`config.mk`:
```
export PLATFORM = sky130hd
export DESIGN_NAME = chunked_serial_adder
export DESIGN_NICKNAME = d
export VERILOG_FILES = /design/src/rtl/chunked_serial_adder.sv
export SDC_FILE = /design/constraint.sdc
export NUM_CORES = 1
export LEC_CHECK = 0
export CAP_MARGIN = 20
export CELL_PAD_IN_SITES_DETAIL_PLACEMENT = 0
export CELL_PAD_IN_SITES_GLOBAL_PLACEMENT = 1
export CORE_MARGIN = 2
export CORE_UTILIZATION = 38
export CTS_BUF_LIST = sky130_fd_sc_hd__clkbuf_4
export DETAILED_ROUTE_END_ITERATION = 12
export PLACE_DENSITY = 0.89
export SLEW_MARGIN = 5
export SYNTH_ARGS = -nofsm -noshare
export SYNTH_HDL_FRONTEND = slang
export SYNTH_SLANG_ARGS = --single-unit
export TNS_END_PERCENT = 1
```
`constraint.sdc`:
```
create_clock -name clk -period 1.6 [get_ports clk]
set_clock_uncertainty 0.1 [all_clocks]
set_input_delay 0.4 -clock clk [delete_from_list [all_inputs] [get_ports clk]]
set_output_delay 0.4 -clock clk [all_outputs]
set_load 0.02 [all_outputs]
```
`src/rtl/chunked_serial_adder.sv`:
```
// chunked_serial_adder: multi-cycle add/subtract that reuses one DIGIT-wide
// adder slice over WIDTH/DIGIT cycles, with a registered inter-digit carry,
// signed-overflow detection and a start/done handshake.
module chunked_serial_adder #(
  parameter int unsigned WIDTH = 32,
  parameter int unsigned DIGIT = 4
) (
  input  logic             clk,
  input  logic             rst_n,
  input  logic             start,
  input  logic             sub,
  input  logic [WIDTH-1:0] x,
  input  logic [WIDTH-1:0] y,
  input  logic             carry_in,
  output logic             busy,
  output logic             done,
  output logic [WIDTH-1:0] sum,
  output logic             carry_out,
  output logic             overflow
);

  localparam int unsigned N    = WIDTH / DIGIT;
  localparam int unsigned CW   = (N > 1) ? $clog2(N) : 1;
  localparam logic [CW-1:0] LAST = CW'(N - 1);

  typedef enum logic {IDLE, RUN} state_t;

  state_t           state;
  logic [WIDTH-1:0] a_sh;       // operand A, consumed from the low digit upward
  logic [WIDTH-1:0] b_sh;       // operand B (already inverted for subtract)
  logic [WIDTH-1:0] part;       // partial sum, filled from the top downward
  logic             a_msb;      // sign bits kept for the overflow check
  logic             b_msb;
  logic             carry_reg;
  logic [CW-1:0]    cnt;
  logic [DIGIT:0]   dig;        // {carry, digit sum} of the current slice
  logic [WIDTH-1:0] next_part;

  // One DIGIT-wide slice plus the partial sum with the new digit shifted in.
  // After N shifts the digit processed first sits at the bottom of the word.
  always_comb begin
    dig       = {1'b0, a_sh[DIGIT-1:0]} + {1'b0, b_sh[DIGIT-1:0]}
              + (DIGIT+1)'(carry_reg);
    next_part = (part >> DIGIT) | (WIDTH'(dig[DIGIT-1:0]) << (WIDTH - DIGIT));
  end

  // Control FSM, datapath registers and registered result outputs.
  always_ff @(posedge clk) begin
    if (!rst_n) begin
      state     <= IDLE;
      cnt       <= '0;
      carry_reg <= 1'b0;
      a_sh      <= '0;
      b_sh      <= '0;
      part      <= '0;
      a_msb     <= 1'b0;
      b_msb     <= 1'b0;
      busy      <= 1'b0;
      done      <= 1'b0;
      sum       <= '0;
      carry_out <= 1'b0;
      overflow  <= 1'b0;
    end else begin
      done <= 1'b0;
      case (state)
        IDLE: begin
          if (start) begin
            a_sh      <= x;
            b_sh      <= sub ? ~y : y;
            carry_reg <= sub ? ~carry_in : carry_in;
            a_msb     <= x[WIDTH-1];
            b_msb     <= sub ? ~y[WIDTH-1] : y[WIDTH-1];
            cnt       <= '0;
            busy      <= 1'b1;
            state     <= RUN;
          end
        end
        RUN: begin
          a_sh      <= a_sh >> DIGIT;
          b_sh      <= b_sh >> DIGIT;
          part      <= next_part;
          carry_reg <= dig[DIGIT];
          cnt       <= cnt + CW'(1);
          if (cnt == LAST) begin
            cnt       <= '0;
            busy      <= 1'b0;
            done      <= 1'b1;
            sum       <= next_part;
            carry_out <= dig[DIGIT];
            overflow  <= (a_msb == b_msb) && (next_part[WIDTH-1] != a_msb);
            state     <= IDLE;
          end
        end
        default: state <= IDLE;
      endcase
    end
  end

endmodule

```
==> run_results.csv <==
group,metric,value,unit
outcome,outcome,"finished with violations",
outcome,violations,"negative setup slack",
clock_network,clock-root-buffer,"clkbuf_4",
synth,synthDistinctLibCells,40,
setup_path,crit_top_cell,"fa_2",
detailed_routing,drc,0,
synth,syn_inst,599,
setup_path,cp_num_cells,7,
clock_network,clkLatencyLatePin,0.53,ns
timing,drv_slew,0,
synth,ys_ff_latch,135,
global_route,use_met3,0.05285,
cells_and_area,multi_input_area,0.002900,sq mm
worst_hold_path,hold_path.class,"input pin to register",
detailed_routing,wl_per_cell,13.39,um
synth,syn_avg_cell_area,9.970,sq um
global_route,grt_pass1_vias,4221,
global_route,grt_use_met1,0.1822,
run,maxCapViolations,0,
timing,period_minus_slack,1.684,ns
synth,synth_largest_area_cell,"dfxtp_1",
synth,synth_top_area_frac,0.4525,
cells_and_area,drive_above_1_share,0.1946,
cells_and_area,reg_top3,"a_sh x32, b_sh x32, sum x32",
synth,synth_edf_count,0,
die,dieArea,0.01673,sq mm
timing,layout_worst_path_cycle_share,1.052,
setup_path,critPathBufInv,1,
detailed_routing,vias_per_cell,4.752,
timing,rsz0062_at_grt,"yes",
detailed_routing,wirelength,12320,um
setup_path,worstPathArrival,2.01,ns
timing,max_freq,594.0,MHz
synth,synthTopCellsByArea,"dfxtp_1 45%, mux2i_1 9.9%, nor2b_1 6.2%",
die,rows,45,
setup_path,cp_top_family,"adder cells",
setup_path,crit_type,"register to register",
pwr,p_per_area,917.5,mW/mm^2
global_route,grt-ovfl-total,0,
setup_path,cp-end-kind,"register",
setup_path,cp_slowest_stage_delay,0.40,ns
clock_network,cts_tree,"built",
placed_design,finalWeightedCongestion,0.7900,
setup_path,critPathLaunchType,"register",
setup_path,critPathRequiredTime,1.93,ns
global_route,grt_pass1_wl,20020,um
global_route,met2_usage,0.2551,
timing,hold_viol_final,0,
clock_network,clk_pin_slew,0.11,ns
clock_network,cts.path.max_buffers,2,
detailed_routing,first_pass_iters,6,
timing,slew_headroom,0.7415,
synth,netlist_area,0.005972,sq mm
die,die_h,129.4,um
timing,worst_slew_pin_slew,0.3877,ns
timing,finalHoldWorstSlack,0.1220,ns
synth,synthArstFlopShare,0,
cells_and_area,area_growth,24.35,%
worst_hold_path,hold_depth,2,
synth,synth_flop_cell,"dfxtp_1",
clock_network,cts_made_buffers,17,
global_route,grt_max_degree,50,
global_route,grt.busiest_layer,"met2",
cells_and_area,nFillCells,1440,
pwr,p_leak,2.940,nW
placed_design,dp_hpwl,9021,um
cells_and_area,insertedDiodeCount,0,
die,core_area,0.01526,sq mm
die,initial_core_util,0.3914,
clock_network,cts_sinks,135,
synth,synth_nets,675,
placed_design,place_area,0.007167,sq mm
placed_design,io_buffers,104,
timing,worst_slack,-0.08364,ns
detailed_routing,drt_iter0_markers,206,
setup_path,crit_chain,"fa_2 -> inv_2 -> fa_2 -> nor2b_1 -> o21ai_1 -> a21boi_1 -> o21a_1",
cells_and_area,seqCellArea,0.002743,sq mm
die,io_pins,105,
cells_and_area,final_area,0.007426,sq mm
detailed_routing,postRouteAntennaNets,0,
pwr,peakVddDrop,0.6046,mV
clock_network,htreeDepth,4,
die,die_width,129.4,um
cells_and_area,final_nets,772,
setup_path,ff2ff_path_depth,7,
global_route,grt_use_total,0.1520,
detailed_routing,num_vias,4372,
synth,ys_seq_area_frac,0.4525,
timing,setup_viol,3,
global_route,antenna_found_initial,0,
synth,yosys_warnings,0,
setup_path,critPathMaxFanout,2,
setup_path,cp_slowest_cell,"fa_2",
through the flow:
stage	utilization	TNS (ns)	power, mW	setup slack [ns]	std cells
detailed placement	0.4697	-0.3002	4.633	-0.08374	888
global route	0.4867	-0.4549	7.186	-0.1547	920
floorplan	-	0	4.314	0.01069	599
finish	0.4867	-0.1850	6.813	-0.08364	920
global placement	0.4697	-0.2407	4.601	-0.08092	888
CTS	0.4803	-0.1610	6.906	-0.06694	920
placed cells by master (no fill, tap or decap), types with 4 or more instances in the layout:
| master | netlist | layout |
|---|---|---|
| o21ai_1 | 29 | 30 |
| clkinv_2 | 0 | 5 |
| clkdlybuf4s50_1 | 0 | 65 |
| ha_1 | 5 | 4 |
| nor3b_1 | 4 | 4 |
| a211oi_2 | 6 | 6 |
| nand2_1 | 33 | 33 |
| a22o_1 | 31 | 31 |
| xnor2_1 | 35 | 33 |
| buf_12 | 3 | 8 |
| nor2b_1 | 59 | 59 |
| buf_4 | 4 | 49 |
| nor2_1 | 39 | 39 |
| a211oi_1 | 27 | 27 |
| clkbuf_4 | 0 | 20 |
| mux2i_1 | 59 | 59 |
| dfxtp_2 | 0 | 29 |
| dfxtp_1 | 135 | 105 |
| a21oi_1 | 32 | 32 |
| and2_1 | 28 | 28 |
metal layers:
| layer | vias to the layer above | wire, um | part of all wire |
|---|---|---|---|
| met4 | 0 | 168 | 0.014 |
| met5 | - | 0 | 0 |
| li1 | 2252 | - | - |
| met2 | 97 | 5933 | 0.48 |
| met3 | 15 | 747 | 0.061 |
| met1 | 2008 | 5471 | 0.44 |
layout make-up:
type,count,area share
clock buffers,20,0.02022
clock inverters,12,0.01803
inverters,5,0.002527
multi-input cells,410,0.3906
flip-flops and latches,135,0.3693
well taps,211,0.03555
repair buffers,127,0.1638
synth_stat cells (all sizes together), types with 28 or more instances:
| master | n |
|---|---|
| dfxtp | 135 |
| a22o | 31 |
| o21ai | 30 |
| a211oi | 33 |
| nor2 | 39 |
| a21oi | 33 |
| nor2b | 59 |
| nand2 | 33 |
| and2 | 28 |
| xnor2 | 35 |
| mux2i | 59 |
| buf | 30 |
path summary, 6_finish.rpt:
kind | startpoint | to | slack (ns)
max | carry_reg | carry_reg | -0.08
min | rst_n | cnt[0] | 0.12
max reg2reg | carry_reg | carry_reg | -0.08
min reg2reg | carry_out | carry_out | 0.36
timing repair:
item	CTS	global route
resized for setup	167	47
pin swaps	3	3
hold buffers	0	0
setup buffers	0	0
setup endpoints to repair	43	70
gates cloned	0	0
logic make-up after synthesis:
logic type	count (synthesis)	synth area share
DFF	135	0.4525
adders and majority gates	7	0.01718
xor gates and xnor gates	35	0.05133
muxes	59	0.09889
buffers and inverters	54	0.06683
and+or+nand+nor	170	0.1496
AOI/OAI and AO/OA	139	0.1636
report_power, final:
| group | total (mW) | switching, mW | internal [mW] |
|---|---|---|---|
| logic | 0.959 | 0.432 | 0.526 |
| clock network | 2.25 | 1.15 | 1.11 |
| registers | 3.60 | 0.102 | 3.50 |
| total | 6.81 | 1.68 | 5.13 |
Power figures use the tool's default switching activity.
